`src/rtl/snake_input_ctrl_if.sv`:
```
// Button/command bundle between the input controller and the game core.
// master = controller side (consumes buttons/tick, drives commands); slave = core side.
interface snake_input_ctrl_if;
    logic [5:0] i_buttons;
    logic       i_tick;
    logic [1:0] o_dir;
    logic       o_phase;
    logic       o_restart;
    logic [1:0] o_queue_count;

    modport master (
        input  i_buttons,
        input  i_tick,
        output o_dir,
        output o_phase,
        output o_restart,
        output o_queue_count
    );

    modport slave (
        output i_buttons,
        output i_tick,
        input  o_dir,
        input  o_phase,
        input  o_restart,
        input  o_queue_count
    );
endinterface

```
`src/rtl/snake_input_ctrl.sv`:
```
// Synchronises and debounces the six player buttons, filters direction presses
// against the pending path and feeds a 2-deep turn queue drained by the game tick.
module snake_input_ctrl #(
    parameter int unsigned DEBOUNCE_CYCLES = 50000,
    parameter int unsigned CNT_W           = 16
) (
    input  logic                  clk,
    input  logic                  rst,
    snake_input_ctrl_if.master    bus
);

    localparam logic [CNT_W-1:0] DEB_LIM = CNT_W'(DEBOUNCE_CYCLES);

    logic [5:0]       sync1_q, sync2_q;
    logic [5:0]       stable_q, stable_d;
    logic [CNT_W-1:0] cnt_q [6];
    logic [CNT_W-1:0] cnt_d [6];
    logic [5:0]       press;

    logic [1:0] dir_q, dir_d;
    logic [1:0] q0_q, q0_d, q1_q, q1_d;
    logic [1:0] count_q, count_d;
    logic       phase_q, phase_d;
    logic       restart_q, restart_d;

    logic       dir_valid;
    logic [1:0] dir_sel;
    logic [1:0] ref_dir;
    logic       push;

    // A level is accepted on the edge its counter would reach the limit.
    always_comb begin
        stable_d = stable_q;
        for (int unsigned i = 0; i < 6; i++) begin
            cnt_d[i] = '0;
            if (sync2_q[i] != stable_q[i]) begin
                if (cnt_q[i] + 1'b1 == DEB_LIM) begin
                    stable_d[i] = sync2_q[i];
                end else begin
                    cnt_d[i] = cnt_q[i] + 1'b1;
                end
            end
        end
        press = stable_d & ~stable_q;
    end

    always_comb begin
        dir_valid = 1'b1;
        dir_sel   = 2'd0;
        if (press[0])      dir_sel = 2'd0;
        else if (press[1]) dir_sel = 2'd1;
        else if (press[2]) dir_sel = 2'd2;
        else if (press[3]) dir_sel = 2'd3;
        else               dir_valid = 1'b0;

        if (count_q == 2'd2)      ref_dir = q1_q;
        else if (count_q == 2'd1) ref_dir = q0_q;
        else                      ref_dir = dir_q;

        // Opposite directions differ only in bit 0 (up/down, left/right).
        push = dir_valid && (dir_sel != ref_dir) && (dir_sel != (ref_dir ^ 2'b01))
               && (count_q != 2'd2);
    end

    always_comb begin
        dir_d     = dir_q;
        q0_d      = q0_q;
        q1_d      = q1_q;
        count_d   = count_q;
        restart_d = 1'b0;
        phase_d   = phase_q ^ press[4];

        if (press[5]) begin
            restart_d = 1'b1;
            count_d   = '0;
            dir_d     = 2'd3;
        end else begin
            if (bus.i_tick && count_q != 2'd0) begin
                dir_d   = q0_q;
                q0_d    = q1_q;
                count_d = count_q - 2'd1;
            end
            // Push lands after any same-cycle pop, keeping FIFO order.
            if (push) begin
                if (count_d == 2'd0) q0_d = dir_sel;
                else                 q1_d = dir_sel;
                count_d = count_d + 2'd1;
            end
        end
    end

    always_ff @(posedge clk) begin
        if (rst) begin
            sync1_q   <= '0;
            sync2_q   <= '0;
            stable_q  <= '0;
            for (int unsigned i = 0; i < 6; i++) cnt_q[i] <= '0;
            dir_q     <= 2'd3;
            q0_q      <= '0;
            q1_q      <= '0;
            count_q   <= '0;
            phase_q   <= 1'b0;
            restart_q <= 1'b0;
        end else begin
            sync1_q   <= bus.i_buttons;
            sync2_q   <= sync1_q;
            stable_q  <= stable_d;
            for (int unsigned i = 0; i < 6; i++) cnt_q[i] <= cnt_d[i];
            dir_q     <= dir_d;
            q0_q      <= q0_d;
            q1_q      <= q1_d;
            count_q   <= count_d;
            phase_q   <= phase_d;
            restart_q <= restart_d;
        end
    end

    assign bus.o_dir         = dir_q;
    assign bus.o_phase       = phase_q;
    assign bus.o_restart     = restart_q;
    assign bus.o_queue_count = count_q;

endmodule

```
`src/flat_wrapper.sv`:
```
// flat-port wrapper written by rule: the top's interface ports become plain ports
module snake_input_ctrl_flat 
#(
    parameter int unsigned DEBOUNCE_CYCLES = 50000,
    parameter int unsigned CNT_W           = 16
)
  (clk, rst, bus_i_buttons, bus_i_tick, bus_o_dir, bus_o_phase, bus_o_restart, bus_o_queue_count);
  snake_input_ctrl_if bus_i ();
  input  logic clk;
  input  logic rst;
  input wire logic [$bits(bus_i.i_buttons)-1:0] bus_i_buttons;
  input wire logic [$bits(bus_i.i_tick)-1:0] bus_i_tick;
  output wire logic [$bits(bus_i.o_dir)-1:0] bus_o_dir;
  output wire logic [$bits(bus_i.o_phase)-1:0] bus_o_phase;
  output wire logic [$bits(bus_i.o_restart)-1:0] bus_o_restart;
  output wire logic [$bits(bus_i.o_queue_count)-1:0] bus_o_queue_count;
  assign bus_i.i_buttons = bus_i_buttons;
  assign bus_i.i_tick = bus_i_tick;
  assign bus_o_dir = bus_i.o_dir;
  assign bus_o_phase = bus_i.o_phase;
  assign bus_o_restart = bus_i.o_restart;
  assign bus_o_queue_count = bus_i.o_queue_count;
  snake_input_ctrl #(.DEBOUNCE_CYCLES(DEBOUNCE_CYCLES), .CNT_W(CNT_W)) u_core (.clk(clk), .rst(rst), .bus(bus_i));
endmodule
```
`config.mk`:
```
export PLATFORM = sky130hd
export DESIGN_NAME = snake_input_ctrl_flat
export DESIGN_NICKNAME = d
export VERILOG_FILES = /design/src/rtl/snake_input_ctrl_if.sv /design/src/rtl/snake_input_ctrl.sv /design/src/flat_wrapper.sv
export SDC_FILE = /design/constraint.sdc
export NUM_CORES = 1
export LEC_CHECK = 0
export CAP_MARGIN = 20
export CORE_MARGIN = 4
export CORE_UTILIZATION = 65
export CTS_CLUSTER_DIAMETER = 30
export DETAILED_ROUTE_END_ITERATION = 10
export HOLD_SLACK_MARGIN = 0.08
export PLACE_DENSITY = 0.88
export REMOVE_ABC_BUFFERS = 1
export SETUP_SLACK_MARGIN = 0.05
export SKIP_LAST_GASP = 1
export SYNTH_ARGS = -nofsm -noshare
export SYNTH_HDL_FRONTEND = slang
export SYNTH_SLANG_ARGS = --single-unit
```
`constraint.sdc`:
```
create_clock -name clk -period 5.4 [get_ports clk]
set_clock_uncertainty 0.2 [all_clocks]
set_input_delay 1.08 -clock clk [delete_from_list [all_inputs] [get_ports clk]]
set_output_delay 1.08 -clock clk [all_outputs]
set_load 0.01 [all_outputs]
```
==> out/metrics.cfg, run 1 <==
[critical_path]
cp.required_ps = 5600
r2r_setup_slack_ps = 1850
crit_start = u_core.cnt_q[2][0]$_SDFF_PP0_
crit_arrival_ps = 3750
worst-r2r-cell-count = 10
crit_chain = ha_1 > nand4_1 > nor4_1 > xnor2_1 > o2111a_1 > and4b_1 > o2111ai_1 > a2111oi_2 > mux2i_1 > nor2_1
crit_end = u_core.q1_q[1]$_SDFFE_PP0P_
reg2reg_from = u_core.cnt_q[2][0]$_SDFF_PP0_
cp_max_fo = 8
reg2reg_to = u_core.q1_q[1]$_SDFFE_PP0P_
slowest_delay_ps = 550
worstSetupPathType = flop to flop
endpoint_kind = flop
cp_slowest_cell = a2111oi_2
start_kind = flop

[cts]
cts-buffers-inserted = 17
cts_tree = yes
post_cts_resized = 0
htree_levels = 4
clock_path_buffers = 2
clk_latency_ps = 510
hold_buffers = 0
cts.reportedPaths.clkPinSlew_ps = 60
cts_setup_buffers = 0
clock-root-buffer = clkbuf_8
clock_sinks = 124

[power_and_ir_drop]
max-vdd-ir-drop_v = 0.000315
p_sw_share_pct = 21.3
internal-power_mw = 1.64
p_per_area_nw_per_um2 = 290
p_switching_mw = 0.444
leakage_nw = 2.42
pwr-share-clk_pct = 54.5
combPwrFrac_pct = 1.2
seq_power_share_pct = 44.3
report.power.total_mw = 2.09

[logic_synthesis]
synth_compound_area_share_pct = 8.26
synthMuxAreaShare_pct = 1.87
synth-simple-area-share_pct = 33.1
ys_ff_latch = 124
synth_top_family_by_area = simple AND/OR/NAND/NOR gates
ys_warn_count = 0
synthArstFlopShare_pct = 0
syn-cell-area_sq_um = 6410
synth-seq-area-share_pct = 38.7
synth_edf_count = 0
synthCells = 751
synth_top_flop_cell = dfxtp_1
synthXorXnorAreaFrac_pct = 12.7
synth_top_area_share_pct = 38.7
synth.area.top_cells = dfxtp_1 (39%), nor2_1 (7.6%), xnor2_1 (7.2%), xor2_1 (5.5%), nand3_1 (3.5%)
synthAdderAreaFrac_pct = 2.73
synth.largest_area_cell = dfxtp_1
synth_area_per_cell_sq_um = 8.54
synth_cell_type_count = 70

[timing]
fmax_mhz = 282
tns_ps = 0
slew_violations = 0
max-slew-margin-rel_pct = 45.1
finalSetupViolations = 0
min_period_over_period_pct = 65.7
hold_viol = 0
period_minus_slack_ps = 3550
timing_worst_slew_pin_value_ps = 817
rsz0062_at_grt = no

[die]
num_rows = 35
die_width_um = 107
initial_core_util_pct = 68.1
core-area_sq_um = 9420
die-area_sq_um = 11500
die_y_um = 107
ios = 15

[job]
cap_violations = 0

[drt]
drt_pass1_iterations = 5
viasPerCell = 5.98
routedWlPerCell_um = 15.3
wl_um = 13800
ant_nets = 0
num_vias = 5396
drtIter0Drc = 318
route.detailed.drc = 0

[global_route]
antenna_found_initial = 0
grt_max_degree = 21
grt_pass1_wl_um = 24000
overflow = 0
track_usage_pct = 25.4
grt_pass1_vias = 5254

[final_layout]
drive_gt1_share_pct = 7.11
fill_cells = 607
antennaDiodeCount = 0
final_common_cell = nor2_1
seqCellArea_sq_um = 2480
multi_input_area_sq_um = 3760
syn2layout_area_growth_pct = 12.4
final_cell_mix = nor2_1 (130), dfxtp_1 (124), xnor2_1 (53), nand2_1 (52), nand3_1 (45)
nNetsFinal = 784

[run_status]
run_status = complete, no violations

[placed_design]
dp_hpwl_um = 9130
gp_congestion = 0.901
portBuffers = 14

[hold_path]
hold_path_class = flop to flop

-- synth_stat cells (3+ instances only) --
library cell / number
nand2b_1: 9
and4_1: 6
nor3b_1: 6
or2_2: 3
o21ai_0: 14
ha_1: 14
nor4_1: 9
clkbuf_1: 17
dfxtp_1: 124
xnor2_1: 53
a21oi_1: 15
inv_1: 14
nor3_1: 23
mux2i_1: 12
a221oi_1: 3
nand4_1: 18
nand2_1: 52
nor2b_1: 19
a31oi_1: 9
nand4b_1: 6
and3_1: 21
nor4b_1: 3
nor2_1: 130
o22ai_1: 3
and2_1: 10
nor4_4: 3
nand3b_1: 9
or3_1: 9
xor2_1: 40
nand3_1: 45
-- sequential cells by signal, indices dropped and copies added, names as in the netlist --
name                      count
u_core.cnt_q                 96
u_core.stable_q               6
u_core.sync1_q                6
u_core.sync2_q                6
u_core.bus.o_dir              2
u_core.bus.o_queue_count      2
u_core.q0_q                   2
u_core.q1_q                   2
u_core.bus.o_phase            1
u_core.bus.o_restart          1
-- power by group through the flow --
| stage | Sequential [mW] | Combinational, mW | Clock (mW) |
|---|---|---|---|
| 2_1_floorplan | 0.943 | 0.0111 | 0 |
| 3_3_place_gp | 0.944 | 0.0230 | 0 |
| 3_5_place_dp | 0.945 | 0.0239 | 0 |
| 4_1_cts | 0.925 | 0.0246 | 1.15 |
| 5_1_grt | 0.925 | 0.0275 | 1.19 |
| 6_report | 0.925 | 0.0244 | 1.14 |
-- final cells by class --
type	count	share of cell area [%]
Timing Repair Buffer	15	2.05
Clock buffer	21	6.51
Sequential cell	124	34.5
Tap cell	129	2.24
Multi-Input combinational cell	589	52.2
Inverter	14	0.729
Clock inverter	11	1.84
-- logic make-up (layout without fill, tap and decap cells) --
family | after synthesis | after routing
AND/OR/NAND/NOR | 397 | 397
buffers and inverters | 38 | 61
AO/OA/AOI/OAI | 73 | 73
XOR/XNOR | 93 | 93
multiplexers | 12 | 12
flip-flops | 124 | 124
adder cells (fa/ha/maj) | 14 | 14
-- critical path: cells and delay by family, from the launching register on --
| kind | cells | cell delay, ps |
|---|---|---|
| adder cells (fa/ha/maj) | 1 | 370 |
| flip-flops | 1 | 450 |
| multiplexers | 1 | 270 |
| AND/OR/NAND/NOR | 4 | 960 |
| AO/OA/AOI/OAI | 3 | 970 |
| XOR/XNOR | 1 | 220 |
-- layer usage --
layer	GRT usage (%)	share of wire, %
met1	29.5	42
met2	45.0	51
met3	6.48	4.1
met4	9.50	2.2
met5	0	0
-- worst min path at each step --
stage                            startpoint                      endpoint  slack (ps)  cells after the start
2_1_floorplan  u_core.sync1_q[0]$_SDFF_PP0_  u_core.sync2_q[0]$_SDFF_PP0_         210                      1
3_3_place_gp   u_core.sync1_q[1]$_SDFF_PP0_  u_core.sync2_q[1]$_SDFF_PP0_         220                      1
3_5_place_dp   u_core.sync1_q[4]$_SDFF_PP0_  u_core.sync2_q[4]$_SDFF_PP0_         220                      1
4_1_cts        u_core.sync1_q[2]$_SDFF_PP0_  u_core.sync2_q[2]$_SDFF_PP0_         250                      1
5_1_grt        u_core.sync1_q[2]$_SDFF_PP0_  u_core.sync2_q[2]$_SDFF_PP0_         260                      1
6_report       u_core.sync1_q[2]$_SDFF_PP0_  u_core.sync2_q[2]$_SDFF_PP0_         250                      1
-- metrics by stage --
stage          worst slack [ps]  utilization [%]  hold WS, ps  cell area [sq um]  cells
6_report                   1850             76.5          247               7210    903
5_1_grt                    1660             76.5          263               7210    903
4_1_cts                    1890             76.5          251               7210    903
3_5_place_dp               1770             70.1          222               6600    871
3_3_place_gp               1950             70.1          222               6600    871
2_1_floorplan              2440                -          214               6290    727
(Power assumes the default switching activity.)
==> inputs of run 2 (changes only) <==
--- a/config.mk
+++ b/config.mk
@@ -7,11 +7,11 @@
 export LEC_CHECK = 0
 export CAP_MARGIN = 20
 export CORE_MARGIN = 4
-export CORE_UTILIZATION = 65
+export CORE_UTILIZATION = 62
 export CTS_CLUSTER_DIAMETER = 30
 export DETAILED_ROUTE_END_ITERATION = 10
 export HOLD_SLACK_MARGIN = 0.08
-export PLACE_DENSITY = 0.88
+export PLACE_DENSITY = 0.85
 export REMOVE_ABC_BUFFERS = 1
 export SETUP_SLACK_MARGIN = 0.05
 export SKIP_LAST_GASP = 1
==> constraint.sdc (replaced) <==
create_clock -name clk -period 3.4 [get_ports clk]
set_clock_uncertainty 0.2 [all_clocks]
set_input_delay 0.68 -clock clk [delete_from_list [all_inputs] [get_ports clk]]
set_output_delay 0.68 -clock clk [all_outputs]
set_load 0.01 [all_outputs]
==> out/metrics.cfg, run 2 (synthesized netlist as in run 1, its figures left out) <==
[run_status]
run_status = complete, no violations

[timing]
hold_viol = 0  ; unchanged
fmax_mhz = 319  ; +13%
rsz0062_at_grt = no
timing_worst_slew_pin_value_ps = 674  ; -144 ps
period_minus_slack_ps = 3130  ; -412 ps
finalSetupViolations = 0  ; unchanged
min_period_over_period_pct = 92.2  ; +27 points
max-slew-margin-rel_pct = 54.9  ; +9.8 points
tns_ps = 0  ; unchanged
slew_violations = 0  ; unchanged

[placed_design]
postPlaceCellArea_sq_um = 6680  ; +1.1%
portBuffers = 14  ; unchanged
dp_hpwl_um = 9020  ; -1.2%
dp_cells = 884  ; +1.5%
gp_congestion = 0.887  ; -1.6%

[power_and_ir_drop]
report.power.total_mw = 3.47  ; +66%
p_sw_share_pct = 20.0  ; -1.2 points
pwr-share-clk_pct = 56.4  ; +1.9 points
combPwrFrac_pct = 1.2  ; about the same
max-vdd-ir-drop_v = 0.000434  ; +38%
p_per_area_nw_per_um2 = 467  ; +61%
leakage_nw = 2.49  ; +2.7%
seq_power_share_pct = 42.4  ; -1.9 points
p_switching_mw = 0.694  ; +56%
internal-power_mw = 2.77  ; +69%

[cts]
clock-root-buffer = clkbuf_8
hold_buffers = 0  ; unchanged
cts_tree = yes
cts-buffers-inserted = 17  ; unchanged
clock_path_buffers = 2  ; unchanged
htree_levels = 4  ; unchanged
cts.reportedPaths.clkPinSlew_ps = 60  ; about the same
clk_latency_ps = 530  ; +20 ps
clock_sinks = 124  ; unchanged

[global_route]
grt_max_degree = 18  ; -14%
grt_pass1_wl_um = 23700  ; -1.2%
track_usage_pct = 24.5  ; -0.94 points
grt_pass1_vias = 5330  ; +1.4%
overflow = 0  ; unchanged
antenna_found_initial = 0  ; unchanged

[critical_path]
endpoint_kind = flop
cp.required_ps = 3590  ; -2010 ps
start_kind = flop
crit_arrival_ps = 3320  ; -430 ps
worstSetupPathType = flop to flop
crit_chain = ha_4 > or3b_2 > o21ai_0 > a31oi_1 > a2111oi_4 > nand4_2 > a21o_1 > a2111oi_4 > mux2i_1 > nor2_1
r2r_setup_slack_ps = 270  ; -1590 ps
slowest_delay_ps = 470  ; -80 ps
cp_slowest_cell = or3b_2
crit_top_cell = a2111oi_4
cp_max_fo = 10  ; +2

[die]
initial_core_util_pct = 64.7  ; -3.4 points
ios = 15  ; unchanged
die_width_um = 110  ; +2.2%
num_rows = 36  ; +2.9%
die-area_sq_um = 12000  ; +4.5%
core-area_sq_um = 9910  ; +5.2%
die_y_um = 110  ; +2.2%

[drt]
ant_nets = 0  ; unchanged
num_vias = 5460  ; +1.2%
drt_pass1_iterations = 5  ; unchanged
drtIter0Drc = 295  ; -7.2%
viasPerCell = 5.95  ; -0.36%
wl_um = 13700  ; -0.76%
route.detailed.drc = 0  ; unchanged
routedWlPerCell_um = 14.9  ; -2.3%

[hold_path]
hold_path_class = flop to flop

[final_layout]
fin_cells = 917  ; +1.6%
multi_input_area_sq_um = 3830  ; +1.9%
top_register = u_core.cnt_q
nNetsFinal = 794  ; +1.3%
fill_cells = 685  ; +13%
seqCellArea_sq_um = 2490  ; +0.40%
antennaDiodeCount = 0  ; unchanged
drive_gt1_share_pct = 10.6  ; +3.5 points
final_cell_mix = nor2_1 (130), dfxtp_1 (116), xnor2_1 (53), nand2_1 (51), nand3_1 (44)
final_common_cell = nor2_1
final_cell_area_sq_um = 7410  ; +2.9%
syn2layout_area_growth_pct = 15.6
largest_reg_flops = 96  ; unchanged

[job]
cap_violations = 0  ; unchanged

[run 2: cell count changes in the layout (fill, tap and decap cells not counted), moves of 3 or more]
cell / delta
ha_1: -3
dfxtp_1: -8
bufinv_16: +3
buf_4: +10
clkbuf_8: -3
dfxtp_2: +8
[run 2: final timing paths]
| check | start | endpoint | cells after the start |
|---|---|---|---|
| hold / removal | u_core.sync1_q[5]$_SDFF_PP0_ | u_core.sync2_q[5]$_SDFF_PP0_ | 1 |
| setup reg to reg | u_core.cnt_q[1][1]$_SDFF_PP0_ | u_core.q1_q[0]$_SDFFE_PP0P_ | 10 |
| hold reg to reg | u_core.sync1_q[5]$_SDFF_PP0_ | u_core.sync2_q[5]$_SDFF_PP0_ | 1 |
| setup / recovery | u_core.cnt_q[1][1]$_SDFF_PP0_ | u_core.q1_q[0]$_SDFFE_PP0P_ | 10 |
[run 2: layer usage]
metal	wire length [um]	global-route usage (%)
met1	5740	28.8
met2	7050	42.7
met3	565	5.05
met4	324	11.3
met5	0	0
[run 2: critical path: cells and delay by family (launching register included)]
family,cells,cell delay [ps]
AND/OR/NAND/NOR,3,700
adder cells (fa/ha/maj),1,230
multiplexers,1,230
flip-flops,1,380
AO/OA/AOI/OAI,5,1240
[run 2: final cells by class]
type | instances | share of cell area [%]
Clock buffer | 19 | 5.82
Sequential cell | 124 | 33.6
Inverter | 14 | 0.709
Multi-Input combinational cell | 589 | 51.7
Clock inverter | 13 | 2.90
Tap cell | 133 | 2.24
Timing Repair Buffer | 25 | 3.00
[run 2: power groups by stage]
| stage | clock [mW] | sequential (mW) | combinational, mW |
|---|---|---|---|
| 3_3_place_gp | 0 | 1.50 | 0.0390 |
| 2_1_floorplan | 0 | 1.50 | 0.0177 |
| 4_1_cts | 1.97 | 1.47 | 0.0408 |
| 3_5_place_dp | 0 | 1.50 | 0.0404 |
| 5_1_grt | 2.04 | 1.47 | 0.0450 |
| 6_report | 1.96 | 1.47 | 0.0406 |
[run 2: through the flow]
stage / setup WS [ps] / hold slack, ps / util (%)
after global placement: 266 / 216 / 67.4
after CTS: 70.4 / 244 / 73.9
final: 265 / 243 / 74.8
after detailed placement: 86.2 / 230 / 67.4
after floorplan: 436 / 214 / -
after global routing: 33.2 / 271 / 74.8
[run 2: what timing repair did]
item / 4_1_cts / 5_1_grt
resized for setup: 0 / 22
setup endpoints to repair: 0 / 5
setup buffers: 0 / 1
